--- src/rtl/riscv_commit_trace_streamer_if.sv ---
// Valid/ready stream carrying serialized commit-trace words toward a trace sink.
interface riscv_commit_trace_streamer_if #(
  parameter int unsigned XLEN = 32
) ();
  logic [XLEN-1:0] word;
  logic            word_valid;
  logic            word_ready;
  logic            last;

  modport master (
    output word,
    output word_valid,
    output last,
    input  word_ready
  );

  modport slave (
    input  word,
    input  word_valid,
    input  last,
    output word_ready
  );
endinterface

--- src/rtl/riscv_commit_trace_streamer.sv ---
// Buffers commit records from the core in a FIFO and serializes each one as a
// 3..6 word trace stream, counting records lost while the FIFO is full.
module riscv_commit_trace_streamer #(
  parameter int unsigned XLEN       = 32,
  parameter int unsigned DEPTH      = 8,
  parameter int unsigned DROP_CNT_W = 16
) (
  input  logic                       clk_i,
  input  logic                       rst_i,
  input  logic                       update_i,
  input  logic [XLEN-1:0]            pc_i,
  input  logic [XLEN-1:0]            instr_i,
  input  logic [4:0]                 reg_addr_i,
  input  logic [XLEN-1:0]            reg_data_i,
  input  logic                       mem_wrt_i,
  input  logic [XLEN-1:0]            mem_addr_i,
  input  logic [XLEN-1:0]            mem_data_i,
  riscv_commit_trace_streamer_if.master trace_io,
  output logic                       overflow_o,
  output logic [DROP_CNT_W-1:0]      drop_cnt_o,
  output logic [$clog2(DEPTH):0]     fifo_level_o
);

  localparam int unsigned AW = $clog2(DEPTH);
  localparam int unsigned LW = AW + 1;

  typedef struct packed {
    logic [7:0]      seq;
    logic [XLEN-1:0] pc;
    logic [XLEN-1:0] instr;
    logic [4:0]      ra;
    logic [XLEN-1:0] rd;
    logic            mw;
    logic [XLEN-1:0] ma;
    logic [XLEN-1:0] md;
  } rec_t;

  typedef enum logic [2:0] {
    StIdle, StHdr, StPc, StInstr, StRd, StMaddr, StMdata
  } state_e;

  rec_t                  mem_q [DEPTH];
  logic [AW-1:0]         wr_ptr_q, rd_ptr_q;
  logic [LW-1:0]         level_q;
  logic [7:0]            seq_q;
  logic [DROP_CNT_W-1:0] drop_q;
  logic                  ovf_q;

  state_e          st_q, st_d;
  rec_t            rec_q, rec_d;
  logic [XLEN-1:0] word_q, word_d;
  logic            valid_q, last_q, last_d;

  rec_t in_rec;
  logic full, push, pop, adv, has_rec, done;

  assign in_rec  = '{seq: seq_q, pc: pc_i, instr: instr_i, ra: reg_addr_i, rd: reg_data_i,
                     mw: mem_wrt_i, ma: mem_addr_i, md: mem_data_i};
  // Full uses the registered level: a same-cycle pop never makes room for a push.
  assign full    = (level_q == LW'(DEPTH));
  assign push    = update_i & ~full;
  assign has_rec = (level_q != '0);
  assign adv     = valid_q & trace_io.word_ready;

  always_comb begin
    st_d  = st_q;
    rec_d = rec_q;
    pop   = 1'b0;
    done  = 1'b0;
    unique case (st_q)
      StIdle: begin
        if (has_rec) begin
          pop   = 1'b1;
          rec_d = mem_q[rd_ptr_q];
          st_d  = StHdr;
        end
      end
      StHdr:   if (adv) st_d = StPc;
      StPc:    if (adv) st_d = StInstr;
      StInstr: begin
        if (adv) begin
          if (rec_q.ra != 5'd0) st_d = StRd;
          else if (rec_q.mw)    st_d = StMaddr;
          else                  done = 1'b1;
        end
      end
      StRd: begin
        if (adv) begin
          if (rec_q.mw) st_d = StMaddr;
          else          done = 1'b1;
        end
      end
      StMaddr: if (adv) st_d = StMdata;
      StMdata: if (adv) done = 1'b1;
      default: st_d = StIdle;
    endcase
    // Chain straight into the next header so back-to-back records have no bubble.
    if (done) begin
      if (has_rec) begin
        pop   = 1'b1;
        rec_d = mem_q[rd_ptr_q];
        st_d  = StHdr;
      end else begin
        st_d  = StIdle;
      end
    end
  end

  always_comb begin
    word_d = '0;
    last_d = 1'b0;
    unique case (st_d)
      StHdr: word_d = XLEN'({8'hA5, rec_d.seq, 3'b000, rec_d.ra, 5'b00000,
                             (rec_d.ra != 5'd0), rec_d.mw, 1'b1});
      StPc:  word_d = rec_d.pc;
      StInstr: begin
        word_d = rec_d.instr;
        last_d = (rec_d.ra == 5'd0) && !rec_d.mw;
      end
      StRd: begin
        word_d = rec_d.rd;
        last_d = !rec_d.mw;
      end
      StMaddr: word_d = rec_d.ma;
      StMdata: begin
        word_d = rec_d.md;
        last_d = 1'b1;
      end
      default: ;
    endcase
  end

  always_ff @(posedge clk_i) begin
    if (rst_i) begin
      st_q     <= StIdle;
      rec_q    <= '0;
      word_q   <= '0;
      last_q   <= 1'b0;
      valid_q  <= 1'b0;
      wr_ptr_q <= '0;
      rd_ptr_q <= '0;
      level_q  <= '0;
      seq_q    <= '0;
      drop_q   <= '0;
      ovf_q    <= 1'b0;
    end else begin
      st_q    <= st_d;
      rec_q   <= rec_d;
      word_q  <= word_d;
      last_q  <= last_d;
      valid_q <= (st_d != StIdle);
      if (push) wr_ptr_q <= wr_ptr_q + AW'(1);
      if (pop)  rd_ptr_q <= rd_ptr_q + AW'(1);
      level_q <= level_q + LW'(push) - LW'(pop);
      if (update_i) seq_q <= seq_q + 8'd1;
      if (update_i && full) begin
        ovf_q <= 1'b1;
        if (drop_q != '1) drop_q <= drop_q + DROP_CNT_W'(1);
      end
    end
  end

  always_ff @(posedge clk_i) begin
    if (!rst_i && push) mem_q[wr_ptr_q] <= in_rec;
  end

  assign trace_io.word       = word_q;
  assign trace_io.word_valid = valid_q;
  assign trace_io.last       = last_q;
  assign overflow_o          = ovf_q;
  assign drop_cnt_o          = drop_q;
  assign fifo_level_o        = level_q;

endmodule
--- src/flat_wrapper.sv ---
// flat-port wrapper written by rule: the top's interface ports become plain ports
module riscv_commit_trace_streamer_flat 
#(
  parameter int unsigned XLEN       = 32,
  parameter int unsigned DEPTH      = 8,
  parameter int unsigned DROP_CNT_W = 16
)
  (clk_i, rst_i, update_i, pc_i, instr_i, reg_addr_i, reg_data_i, mem_wrt_i, mem_addr_i, mem_data_i, overflow_o, drop_cnt_o, fifo_level_o, trace_io_word, trace_io_word_valid, trace_io_last, trace_io_word_ready);
  riscv_commit_trace_streamer_if #(.XLEN(XLEN)) trace_io_i ();
  input  logic clk_i;
  input  logic rst_i;
  input  logic update_i;
  input  logic [XLEN-1:0] pc_i;
  input  logic [XLEN-1:0] instr_i;
  input  logic [4:0] reg_addr_i;
  input  logic [XLEN-1:0] reg_data_i;
  input  logic mem_wrt_i;
  input  logic [XLEN-1:0] mem_addr_i;
  input  logic [XLEN-1:0] mem_data_i;
  output logic overflow_o;
  output logic [DROP_CNT_W-1:0] drop_cnt_o;
  output logic [$clog2(DEPTH):0] fifo_level_o;
  output wire logic [$bits(trace_io_i.word)-1:0] trace_io_word;
  output wire logic [$bits(trace_io_i.word_valid)-1:0] trace_io_word_valid;
  output wire logic [$bits(trace_io_i.last)-1:0] trace_io_last;
  input wire logic [$bits(trace_io_i.word_ready)-1:0] trace_io_word_ready;
  assign trace_io_word = trace_io_i.word;
  assign trace_io_word_valid = trace_io_i.word_valid;
  assign trace_io_last = trace_io_i.last;
  assign trace_io_i.word_ready = trace_io_word_ready;
  riscv_commit_trace_streamer #(.XLEN(XLEN), .DEPTH(DEPTH), .DROP_CNT_W(DROP_CNT_W)) u_core (.clk_i(clk_i), .rst_i(rst_i), .update_i(update_i), .pc_i(pc_i), .instr_i(instr_i), .reg_addr_i(reg_addr_i), .reg_data_i(reg_data_i), .mem_wrt_i(mem_wrt_i), .mem_addr_i(mem_addr_i), .mem_data_i(mem_data_i), .trace_io(trace_io_i), .overflow_o(overflow_o), .drop_cnt_o(drop_cnt_o), .fifo_level_o(fifo_level_o));
endmodule
--- config.mk ---
export PLATFORM = sky130hd
export DESIGN_NAME = riscv_commit_trace_streamer_flat
export DESIGN_NICKNAME = d
export VERILOG_FILES = /design/src/rtl/riscv_commit_trace_streamer_if.sv /design/src/rtl/riscv_commit_trace_streamer.sv /design/src/flat_wrapper.sv
export SDC_FILE = /design/constraint.sdc
export NUM_CORES = 2
export LEC_CHECK = 0
export CAP_MARGIN = 30
export CORE_ASPECT_RATIO = 1.5
export CORE_MARGIN = 4
export CORE_UTILIZATION = 35
export CTS_BUF_LIST = sky130_fd_sc_hd__clkbuf_8
export CTS_CLUSTER_DIAMETER = 50
export DETAILED_ROUTE_END_ITERATION = 7
export PLACE_DENSITY = 0.49
export RECOVER_POWER = 25
export SYNTH_ARGS = -nofsm -noshare
export SYNTH_HDL_FRONTEND = slang
export SYNTH_SLANG_ARGS = --single-unit
--- constraint.sdc ---
create_clock -name clk_i -period 23.6 [get_ports clk_i]
set_input_delay 4.72 -clock clk_i [delete_from_list [all_inputs] [get_ports clk_i]]
set_output_delay 4.72 -clock clk_i [all_outputs]
set_load 0.05 [all_outputs]
==> impl_metrics.ini <==
[critical_path]
critPathSlowestCell = buf_4
worstPathRequired_ns = 24.45
crit_fanout = 109
max_stage_delay_ns = 0.89
r2r_slack_ns = 18.88
cp_cell_sequence = clkdlybuf4s50_1, nand2_1, or3_1, o22ai_4, buf_4, nand2_4, inv_8, buf_4, nor2_1, or3b_1, a41oi_1
ff2ff_path_depth = 10
start_kind = input port
critPathBufInv = 4
setup.worst_path.class = input port to flip-flop
timing.rr.start = u_core.rec_q[98]$_SDFF_PP0_
endpoint_kind = flip-flop
crit_path_start = trace_io_word_ready
critPathArrivalTime_ns = 9.15
cp-endpoint = u_core.trace_io.word[18]$_SDFF_PP0_
r2r-end = u_core.trace_io.word[18]$_SDFF_PP0_
crit_top_cell = buf_4
crit_family = buffers and inverters
crit_cells = 11

[logic_synthesis]
ys.flop_type = edfxtp_1
synth_largest_area_cell = edfxtp_1
synth_nets = 3397
synthArstFlopShare = 0
yosysSeqAreaShare = 0.7481
synth_common_cells = 1392 x edfxtp_1, 348 x mux4_2, 249 x dfxtp_1, 131 x nor2_1, 116 x mux2i_1
synth.top_cell.area_share = 0.6684
synth_edf_count = 1392
ys_top_cells_by_area = edfxtp_1 67%, mux4_2 13%, dfxtp_1 8.0%
yosysMostFrequentCell = edfxtp_1
yosys_warnings = 0
ys_ff_latch = 1641
synth_area_mm2 = 0.06253
ys_types = 62
avgSynthCellArea_um2 = 19.44
synthCells = 3216

[floorplan]
rows = 189
die-area_mm2 = 0.1856
die_h_um = 525.7
core_area_mm2 = 0.1771
initial_core_util = 0.3531
dieWidth_um = 353.1
io_pins = 225

[min_path]
worstHoldPathType = flip-flop to flip-flop

[timing]
fin_crit_ns = 8.301
min_period_over_period = 0.3517
hold_violations = 0
slew_violations = 0
finalClockSkew_ns = 0.07267
slew_headroom = 0.3063
fin_setup_tns_ns = 0
rsz0062_at_grt = no
tightest_slew_ns = 1.041
finalSetupViolCount = 0
clock.fmax_ghz = 0.1205
finalWorstSetupSlack_ns = 15.30

[cells_and_area]
layout-drive-gt1-share = 0.2253
syn_to_final_growth_pct = 15.95
final_nets = 3771

[routing]
route.vias.total = 31720
wirelength_um = 163600
dr.pass1.iters = 7
drt_iter0_markers = 2100
wl_per_cell_um = 26.86
route.detailed.drc = 0
final_antenna_net_count = 0
drt-vias-per-instance = 5.206

[grt]
antenna_found_initial = 58
grt_first_pass_wirelength_um = 237400
grt_pass1_vias = 33360
grt.total_usage = 0.1744
overflow = 0
grt_max_degree = 111

[clock_tree]
cts_buffer_depth = 4
cts.clk_slew.worst_paths_ns = 0.06
numClockSinks = 1641
insertion_delay_ns = 0.99
cts_setup_buffers = 0
cts_tree = yes
ctsResizeCount = 0
root_buffer = clkbuf_8
cts_buffers = 277
cts_htree_levels = 5
hold_buffers = 0

[placed_design]
dp_hpwl_um = 94820
gp_congestion = 0.7382
post-place-ws_ns = 14.34
port_buffers = 224

[power]
ir_worst_vdd_v = 0.00006902
p_total_uw = 7669
powerDensity_mw_per_mm2 = 105.8
p_leak_uw = 0.02315

[outcome]
run_status = finished, final reports clean

[job]
max_cap_viol_count = 0
registers in the layout, indices dropped and copies added (netlist names), named ones only:
name and count:
u_core.trace_io.word 32, u_core.fifo_level_o 4, u_core.mem_q 1392, u_core.rec_q 174, u_core.st_q 3, u_core.rd_ptr_q 3, u_core.trace_io.word_valid 1, u_core.wr_ptr_q 3
u_core.seq_q 8, u_core.trace_io.last 1, u_core.drop_cnt_o 16, u_core.overflow_o 1
kinds of logic after synthesis:
group                    after synthesis  synth area share
flip-flops                          1641            0.7481
multiplexers                         512            0.1525
AND/OR/NAND/NOR                      488           0.03850
AO/OA/AOI/OAI                        327           0.03938
buffers and inverters                213           0.01575
XOR/XNOR                              23          0.003221
adder cells (fa/ha/maj)               12          0.002481
area by class of cell:
class,instances,area (um^2)
Fill cell,15770,104600
Sequential cell,1641,46800
Multi-Input combinational cell,1362,14850
Clock buffer,309,4253
Timing Repair Buffer,294,2935
Tap cell,2292,2868
Clock inverter,158,685.7
Inverter,14,61.31
Antenna cell,23,57.56
how the worst min path moves through the flow:
stage | cells past startpoint | slack, ns | startpoint | end
finish | 2 | 0.48 | u_core.rec_q[149]$_SDFF_PP0_ | u_core.rec_q[149]$_SDFF_PP0_
global route | 2 | 0.51 | u_core.rec_q[108]$_SDFF_PP0_ | u_core.rec_q[108]$_SDFF_PP0_
CTS | 2 | 0.49 | u_core.rec_q[149]$_SDFF_PP0_ | u_core.rec_q[149]$_SDFF_PP0_
detailed placement | 1 | 0.46 | u_core.overflow_o$_SDFFE_PP0P_ | u_core.overflow_o$_SDFFE_PP0P_
global placement | 1 | 0.45 | u_core.overflow_o$_SDFFE_PP0P_ | u_core.overflow_o$_SDFFE_PP0P_
floorplan | 2 | 0.45 | u_core.rec_q[159]$_SDFF_PP0_ | u_core.rec_q[159]$_SDFF_PP0_
placed cells by master (no fill, tap or decap), types with 9 or more instances in the layout:
master / count
nand2b_1: 35
o22ai_1: 15
a21oi_1: 50
xnor2_1: 10
nand4_1: 11
o21ai_0: 48
clkdlybuf4s50_1: 108
clkbuf_8: 309
buf_12: 9
edfxtp_1: 1392
xor2_1: 13
a31oi_1: 22
nor2b_1: 35
clkinv_1: 33
and2_1: 49
mux4_2: 348
ha_1: 10
dlygate4sd3_1: 115
nand2_1: 99
a21oi_2: 15
diode_2: 23
nand3_1: 17
nor2_1: 126
o211a_1: 41
o211ai_1: 42
o41a_1: 13
dfxtp_1: 246
a211oi_1: 13
a221oi_1: 10
inv_1: 107
nor3_1: 70
mux2i_1: 116
a41oi_1: 20
mux2_2: 48
buf_4: 56
clkinv_2: 20
worst reg2reg max path, stage by stage, from the launching register on:
cell	delay, ns
dfxtp_1	0.32
or4_4	0.56
or3_4	0.38
o22ai_4	0.17
buf_4	0.41
nand2_4	0.35
inv_8	0.72
buf_4	0.94
nor2_1	0.13
or3b_1	0.41
a41oi_1	0.24
through the flow:
step                utilization  std cells  hold WS (ns)  area [um^2]
global placement         0.3806       5597        0.4504        67410
finish                   0.4094       6093        0.4788        72510
detailed placement       0.3811       5602        0.4600        67510
CTS                      0.4090       6069        0.4856        72440
floorplan                     -       3216        0.4499        62540
global route             0.4091       6074        0.5111        72460
report_power, final:
| part | internal [uW] | switching (uW) | leakage (uW) |
|---|---|---|---|
| logic | 737 | 1120 | 0.00561 |
| clock network | 1200 | 1110 | 0.00289 |
| registers | 3380 | 117 | 0.0147 |
layer usage:
metal | GRT usage | share of wire | vias up
li1 | - | - | 13860
met5 | 0 | 0.0014 | -
met3 | 0.04492 | 0.060 | 297
met2 | 0.2977 | 0.50 | 868
met1 | 0.2211 | 0.41 | 16660
met4 | 0.04681 | 0.021 | 36
(Power assumes the default switching activity.)
